--- src/rtl/fb_write_arbiter.sv ---
// Three-requester frame-buffer write arbiter with burst timeout and address bounds check.
// Define FB_ARB_ROUND_ROBIN_EN for round-robin selection; the default is fixed priority 0 > 1 > 2.
module fb_write_arbiter #(
   parameter int FB_DEPTH  = 76800,
   parameter int MAX_BURST = 1024
) (
   input  logic        clk,
   input  logic        rst,
   input  logic [2:0]  req,
   input  logic [2:0]  wr_en,
   input  logic [2:0]  last,
   input  logic [50:0] addr_in,
   input  logic [71:0] data_in,
   output logic [2:0]  gnt,
   output logic        fb_we,
   output logic [16:0] fb_addr,
   output logic [23:0] fb_data,
   output logic        busy,
   output logic        timeout,
   output logic [15:0] drop_cnt
);

   localparam int          CW        = $clog2(MAX_BURST + 1);
   localparam logic [CW-1:0] CNT_LAST = CW'(MAX_BURST - 1);
   localparam logic [31:0] DEPTH_W   = 32'(FB_DEPTH);

   typedef enum logic [1:0] {IDLE, GRANT, GAP} state_t;

   state_t        state_reg;
   logic [1:0]    owner_reg;
   logic [2:0]    gnt_reg;
   logic [CW-1:0] burst_cnt_reg;
   logic          fb_we_reg;
   logic [16:0]   fb_addr_reg;
   logic [23:0]   fb_data_reg;
   logic          timeout_reg;
   logic [15:0]   drop_cnt_reg;

   logic [16:0] addr_arr [3];
   logic [23:0] data_arr [3];

   generate
      for (genvar gi = 0; gi < 3; gi++) begin : g_unpack
         assign addr_arr[gi] = addr_in[17*gi +: 17];
         assign data_arr[gi] = data_in[24*gi +: 24];
      end
   endgenerate

   logic        own_wr, own_last, own_req, own_in_range;
   logic [16:0] own_addr;
   logic [23:0] own_data;

   assign own_wr       = wr_en[owner_reg];
   assign own_last     = last[owner_reg];
   assign own_req      = req[owner_reg];
   assign own_addr     = addr_arr[owner_reg];
   assign own_data     = data_arr[owner_reg];
   assign own_in_range = 32'(own_addr) < DEPTH_W;

   logic [1:0] sel_idx;

`ifdef FB_ARB_ROUND_ROBIN_EN
   // ptr_reg holds the index the next search starts from: (last granted + 1) mod 3.
   logic [1:0] ptr_reg;

   always_comb begin
      sel_idx = 2'd0;
      for (int k = 2; k >= 0; k--) begin
         if (req[2'((int'(ptr_reg) + k) % 3)])
            sel_idx = 2'((int'(ptr_reg) + k) % 3);
      end
   end

   always_ff @(posedge clk) begin
      if (rst)
         ptr_reg <= 2'd0;
      else if (state_reg == IDLE && req != 3'b000)
         ptr_reg <= (sel_idx == 2'd2) ? 2'd0 : sel_idx + 2'd1;
   end
`else
   always_comb begin
      sel_idx = 2'd2;
      if (req[0])
         sel_idx = 2'd0;
      else if (req[1])
         sel_idx = 2'd1;
   end
`endif

   always_ff @(posedge clk) begin
      if (rst) begin
         state_reg     <= IDLE;
         owner_reg     <= 2'd0;
         gnt_reg       <= 3'b000;
         burst_cnt_reg <= '0;
         fb_we_reg     <= 1'b0;
         fb_addr_reg   <= 17'd0;
         fb_data_reg   <= 24'd0;
         timeout_reg   <= 1'b0;
         drop_cnt_reg  <= 16'd0;
      end else begin
         fb_we_reg   <= 1'b0;
         timeout_reg <= 1'b0;
         case (state_reg)
            IDLE: begin
               if (req != 3'b000) begin
                  owner_reg     <= sel_idx;
                  gnt_reg       <= 3'b001 << sel_idx;
                  burst_cnt_reg <= '0;
                  state_reg     <= GRANT;
               end
            end
            GRANT: begin
               if (own_wr) begin
                  if (own_in_range) begin
                     fb_we_reg   <= 1'b1;
                     fb_addr_reg <= own_addr;
                     fb_data_reg <= own_data;
                  end else if (drop_cnt_reg != 16'hFFFF) begin
                     drop_cnt_reg <= drop_cnt_reg + 16'd1;
                  end
               end
               // Timeout only flags a release that nothing else would have caused.
               if ((own_wr && own_last) || !own_req || burst_cnt_reg == CNT_LAST) begin
                  gnt_reg     <= 3'b000;
                  state_reg   <= GAP;
                  timeout_reg <= (burst_cnt_reg == CNT_LAST) && own_req && !(own_wr && own_last);
               end else begin
                  burst_cnt_reg <= burst_cnt_reg + 1'b1;
               end
            end
            default: state_reg <= IDLE;
         endcase
      end
   end

   assign gnt      = gnt_reg;
   assign busy     = (state_reg == GRANT);
   assign fb_we    = fb_we_reg;
   assign fb_addr  = fb_addr_reg;
   assign fb_data  = fb_data_reg;
   assign timeout  = timeout_reg;
   assign drop_cnt = drop_cnt_reg;

endmodule

--- config.mk ---
export PLATFORM = sky130hd
export DESIGN_NAME = fb_write_arbiter
export DESIGN_NICKNAME = d
export VERILOG_FILES = /design/src/rtl/fb_write_arbiter.sv
export SDC_FILE = /design/constraint.sdc
export NUM_CORES = 1
export LEC_CHECK = 0
export BUFFER_PORTS_ARGS = -buffer_cell sky130_fd_sc_hd__buf_2
export CAP_MARGIN = 20
export CORE_MARGIN = 3
export CORE_UTILIZATION = 46
export CTS_CLUSTER_SIZE = 30
export DETAILED_ROUTE_END_ITERATION = 7
export MAX_ROUTING_LAYER = met4
export PLACE_DENSITY = 0.8
export SYNTH_ARGS = -nofsm -noshare
export SYNTH_HDL_FRONTEND = slang
export SYNTH_SLANG_ARGS = --single-unit
export TNS_END_PERCENT = 20
--- constraint.sdc ---
create_clock -name clk -period 2.35 [get_ports clk]
set_input_delay 0.47 -clock clk [delete_from_list [all_inputs] [get_ports clk]]
set_output_delay 0.47 -clock clk [all_outputs]
set_load 0.02 [all_outputs]
==> impl_metrics.ini, run 1 <==
[synthesis]
yosysWarnings = 0
synthFlopType = dfxtp_1
yosysSeqAreaShare_pct = 38.49
synth-async-reset-ratio_pct = 0
synth-seq-cells = 77
synth-edff-count = 0
syn_avg_cell_area_um2 = 8.241
syn-num-nets = 622
syn_inst = 486
yosysUniqueCellTypes = 50
synthesis.area_mm2 = 0.004005

[worst_setup_path]
cp.required_ps = 2600
cp-start-kind = flop
worst_ep_arrival_time_ps = 2510
crit_type = reg -> reg
worstPathMaxFanout = 20
r2r_slack_ps = 90
endpoint_kind = flop

[final_layout]
regArea_mm2 = 0.001546
final_layout_size_suffix_gt1_share_pct = 38.43
nFillCells = 715
final_cell_count_no_fill = 792
multi_input_area_mm2 = 0.002333
final_nets = 819
area_growth_pct = 35.40
diodes = 0
largest_reg_flops = 24

[timing]
rsz0062_at_grt = true
fin_crit_ps = 2263
worst_pin_slew_ps = 546.4
setup_viol = 0
hold_viol = 0
period_share_pct = 96.28
relSlewSlack_pct = 63.57
finClkSkew_ps = 8.761
setup-tns-final_ps = 0
fmaxAchievable_mhz = 442.0
maxSlewViolCount = 0

[clocking]
numCtsBuffers = 9
clock_latency_ps = 340
cts_tree = yes
clock-sinks = 77
max-clock-path-buffers = 2
cts.htree.levels = 3
clk_pin_slew_worst_paths_ps = 80
cts_root_buffer = clkbuf_8

[die]
die_x_um = 99.31
start_util_pct = 48.02
die_y_um = 99.31
core_area_mm2 = 0.008341
die-area_mm2 = 0.009862
io_pins = 197
row_count = 33

[drt]
num_vias = 4285
drtAntennaViolNets = 0
drt_pass1_iterations = 5
wl_per_cell_um = 15.33
wl_mm = 12.14
vias_per_cell = 5.410
drc = 0
drt_iter0_markers = 189

[placed_design]
gp_congestion = 0.8870
portBuffers = 196
dp_hpwl_mm = 8.969
dp_cells = 770

[power_and_ir_drop]
power_density_mw_per_mm2 = 574.9
leakagePower_nw = 2.406
peakVddDrop_uv = 332.5

[global_routing]
overflow = 0
grt_pass1_vias = 3902
antenna_found_initial = 0
grt_max_degree = 82
grt_pass1_wl_mm = 18.41
grt_use_total_pct = 23.37

[run_status]
outcome = finished clean

[worst_hold_path]
hp-class = in -> reg

[flow_run]
drv_cap = 0
## cells in the mapped netlist, types with 2 or more instances
master / count / area (um2)
inv_1: 4 / 15.01
ha_1: 2 / 25.02
and2_1: 3 / 18.77
nor2_1: 101 / 379.1
buf_1: 2 / 7.510
dfxtp_1: 77 / 1541
nand2b_1: 3 / 18.77
nor4_1: 8 / 50.05
mux2_2: 16 / 180.2
or2_2: 2 / 12.51
a21o_1: 2 / 15.01
buf_2: 11 / 55.05
clkbuf_1: 19 / 71.32
a21boi_0: 2 / 15.01
o21ai_1: 3 / 15.01
mux2i_1: 36 / 360.4
or3_1: 3 / 18.77
o21ai_0: 4 / 20.02
nor2b_1: 12 / 75.07
nand2_1: 19 / 71.32
nor3_1: 6 / 30.03
o31ai_1: 3 / 22.52
a211oi_1: 42 / 315.3
and3_1: 4 / 25.02
a21oi_1: 46 / 230.2
nand4_1: 6 / 37.54
or4_1: 3 / 22.52
a22oi_1: 6 / 45.04
xor2_1: 6 / 52.55
nand3_1: 15 / 75.07
## critical path, stage by stage, from the launching register on
cell and delay, ps:
dfxtp_4 420, buf_4 170, mux2_2 350, a22oi_2 170, o21ai_2 120, a221oi_4 320
buf_6 180, buf_8 170, nor2_1 50, a211oi_1 220
## where the power goes
part	internal (mW)	total, mW	switching, mW	leakage (nW)
registers	1.38	1.42	0.0448	0.626
logic	0.343	0.810	0.467	1.68
clock network	0.432	0.883	0.451	0.0949
## metrics by stage
stage	area (um2)	utilization (%)	setup WS (ps)	total power [mW]	hold WS [ps]
after CTS	5305	63.61	13.25	3.101	390.2
after global routing	5423	65.02	-17.47	3.302	385.8
after floorplan	4005	-	222.9	1.915	423.5
after global placement	5127	61.48	78.12	2.195	430.3
after detailed placement	5127	61.48	-57.53	2.217	434.1
final	5423	65.02	87.49	3.117	406.2
## final cells by class
type	count	share of cell area [%]
multi-input combinational	371	43.03
sequential	77	28.52
timing repair buffer	219	22.38
clock buffer	11	2.792
tap	105	2.423
clock inverter	4	0.4384
inverter	5	0.4153
## layout by cell type, fill, tap and decap left out, drive strengths merged, types with 12 or more instances in the layout
master    n
nor2    101
buf     218
a211oi   42
clkbuf   12
nand3    15
mux2i    36
mux2     17
nand2    19
nor2b    13
a21oi    46
dfxtp    77
## final timing paths
path,from,endpoint,cells after the start
min,req[0],gnt[0],2
min reg2reg,gnt[1],gnt[1],1
max reg2reg,owner_reg[0],fb_data[12],9
max,owner_reg[0],fb_data[12],9
## logic make-up (layout without fill, tap and decap cells)
family	Yosys count	after routing	share of synthesized area, %
AOI/OAI and AO/OA	118	118	19.46
and+or+nand+nor	191	191	22.12
adders and majority gates	2	2	0.6247
muxes	53	53	13.78
xor gates and xnor gates	7	7	1.531
DFF	77	77	38.49
buffers and inverters	38	239	3.999
## per-layer routing
layer	vias up	global-route usage (%)	part of all wire, %
met3	8	5.680	6.5
met5	-	-	0
met4	0	5.042	0.80
met2	153	39.57	51
li1	2143	-	-
met1	1981	28.28	42
## timing repair
action                                  in CTS  in global routing
cloned                                       0                  4
buffers inserted                             0                  3
pin swaps                                    0                  2
gates resized for setup                      1                 14
endpoints found under the setup margin      19                 51
hold buffers                                 0                  0
Power figures use the tool's default switching activity.
==> run 2, diff against run 1 <==
ABC_AREA = 1   (was default)
BUFFER_PORTS_ARGS = -buffer_cell sky130_fd_sc_hd__buf_4   (was -buffer_cell sky130_fd_sc_hd__buf_2)
CORE_UTILIZATION = 48   (was 46)
PLACE_DENSITY = 0.81   (was 0.8)
RECOVER_POWER = 100   (was default)
==> impl_metrics.ini, run 2 <==
[final_layout]
final_cell_count_no_fill = 969
area_growth_pct = 32.21
final_nets = 992
final_layout_size_suffix_gt1_share_pct = 20.67
final_cell_mix = nand2_1, buf_4, nor2_1
final_common_cell = nand2_1
diodes = 0
fin_util_pct = 66.42
largest_reg_flops = 24
nFillCells = 822

[worst_setup_path]
startpoint = owner_reg[0]
path_delay_family = simple AND/OR/NAND/NOR gates
cp-start-kind = flop
worst_ep_arrival_time_ps = 2340
critPathSlowestCell = dfxtp_4
endpoint_kind = flop
crit_type = reg -> reg
r2r_end = drop_cnt[3]
worst_r2r_path_depth = 11
slowest_delay_ps = 450
cp.required_ps = 2560
worstPathMaxFanout = 18
cp_num_buf_inv = 2
r2r_start = owner_reg[0]
path_cells = inv_8 > nand2_4 > inv_4 > nand2_1 > nand2_1 > nor2_1 > nand3_4 > nand2_4 > nand2_4 > nand2_1 > a21oi_1
r2r_slack_ps = 220

[synthesis]
yosysMostFrequentCell = nand2_1
synthesis.area_mm2 = 0.004467
yosys.area.top_type = dfxtp_1
synth-edff-count = 0
ys_top_cells_by_count = nand2_1, dfxtp_1, nor2_1
synth-async-reset-ratio_pct = 0
synth_area_leaders = dfxtp_1, nand2_1, o21ai_0
syn_inst = 681
synth-seq-cells = 77
syn_avg_cell_area_um2 = 6.559
yosysTopAreaCellShare_pct = 34.51
yosysWarnings = 0
yosysSeqAreaShare_pct = 34.51
syn-num-nets = 817
synthFlopType = dfxtp_1
yosysUniqueCellTypes = 33

[drt]
wl_per_cell_um = 14.98
drt_iter0_markers = 313
num_vias = 5321
drc = 0
drt_pass1_iterations = 5
drtAntennaViolNets = 0
wl_mm = 14.51
vias_per_cell = 5.491

[timing]
maxSlewViolCount = 0
hold_viol = 0
setup-tns-final_ps = 0
setup_viol = 0
worst_pin_slew_ps = 554.5
fmaxAchievable_mhz = 470.0
relSlewSlack_pct = 63.01
rsz0062_at_grt = false
period_share_pct = 90.54
finClkSkew_ps = 12.25
fin_crit_ps = 2128

[clocking]
ctsHoldBuffers = 0
max-clock-path-buffers = 2
clk_pin_slew_worst_paths_ps = 80
clock-sinks = 77
cts_tree = yes
clock_latency_ps = 350
numCtsBuffers = 9
cts.htree.levels = 3
cts_root_buffer = clkbuf_8

[worst_hold_path]
worstHoldStart = req[0]
hp-class = in -> reg
min_to = gnt[0]
holdPathStages = 3

[placed_design]
portBuffers = 196
dp_cells = 952
gp_congestion = 0.8804
dp_hpwl_mm = 10.85

[die]
die-area_mm2 = 0.01050
row_count = 34
io_pins = 197
die_x_um = 102.5
core_area_mm2 = 0.008891
start_util_pct = 50.24
die_y_um = 102.5

[global_routing]
grt_pass1_wl_mm = 22.25
grt_pass1_vias = 4984
antenna_found_initial = 0
overflow = 0
grt_max_degree = 42
grt_use_total_pct = 27.20

[power_and_ir_drop]
fin_total_pwr_mw = 3.245
power_density_mw_per_mm2 = 549.4
peakVddDrop_uv = 291.8
leakagePower_nw = 2.378

[flow_run]
drv_cap = 0

[run_status]
outcome = finished clean
-- run 2: changes by cell type after synthesis, sizes merged, moves of 32 or more --
cell / delta
mux2i: -36
inv: +34
nand3: +32
nand2: +149
a211oi: -42
nand4: +42
o21ai: +70
-- run 2: cell type report --
cell class / instances / area [um2] / share of cell area [%]
Timing Repair Buffer: 210 / 1336 / 22.63
Inverter: 38 / 152.6 / 2.585
Multi-Input combinational cell: 520 / 2544 / 43.07
Clock inverter: 4 / 47.55 / 0.8051
Sequential cell: 77 / 1545 / 26.17
Clock buffer: 12 / 145.1 / 2.458
Tap cell: 108 / 135.1 / 2.288
-- run 2: worst max-delay path by stage --
| stage | endpoint | slack (ps) | cells past startpoint |
|---|---|---|---|
| 2_1_floorplan | drop_cnt[2] | 500 | 10 |
| 3_3_place_gp | drop_cnt[13] | 220 | 10 |
| 3_5_place_dp | drop_cnt[14] | 120 | 10 |
| 4_1_cts | drop_cnt[14] | 100 | 10 |
| 5_1_grt | drop_cnt[3] | 60 | 11 |
| 6_report | drop_cnt[3] | 220 | 11 |
-- run 2: worst min-delay path: stages --
cell     delay [ps]
buf_4           100
nand3_1          70
nand2_1          60
-- run 2: through the flow --
| stage | instance area, um2 | hold WS (ps) | setup WS, ps |
|---|---|---|---|
| global route | 5906 | 399.2 | 60.04 |
| CTS | 6132 | 370.8 | 100.5 |
| global placement | 5939 | 434.7 | 224.8 |
| finish | 5906 | 373.8 | 222.4 |
| floorplan | 4467 | 477.6 | 500.2 |
| detailed placement | 5939 | 437.5 | 115.8 |
-- run 2: power breakdown --
group / leakage (nW) / total, mW / internal [mW] / switching (mW)
logic: 1.66 / 0.836 / 0.318 / 0.518
clock network: 0.0964 / 1.00 / 0.518 / 0.487
registers: 0.624 / 1.41 / 1.36 / 0.0429
-- run 2: cells by family (layout without fill, tap and decap cells) --
group / Yosys count / count (layout) / share of synthesized area, %
XOR/XNOR: 20 / 20 / 3.922
AND/OR/NAND/NOR: 348 / 348 / 34.85
buffers and inverters: 85 / 264 / 8.964
AO/OA/AOI/OAI: 149 / 150 / 17.20
adder cells (fa/ha/maj): 2 / 2 / 0.5601
flip-flops: 77 / 77 / 34.51
-- run 2: layer usage --
| metal | GRT usage (%) | routed length [um] | vias up |
|---|---|---|---|
| met3 | 5.324 | 995 | 41 |
| li1 | - | - | 2637 |
| met5 | - | 0 | - |
| met1 | 30.19 | 5676 | 2422 |
| met4 | 11.60 | 511 | 0 |
| met2 | 47.22 | 7329 | 221 |
-- run 2: what timing repair did --
| item | CTS | global route |
|---|---|---|
| gates resized for setup | 0 | 2 |
| setup endpoints to repair | 0 | 16 |
| setup buffers | 0 | 0 |
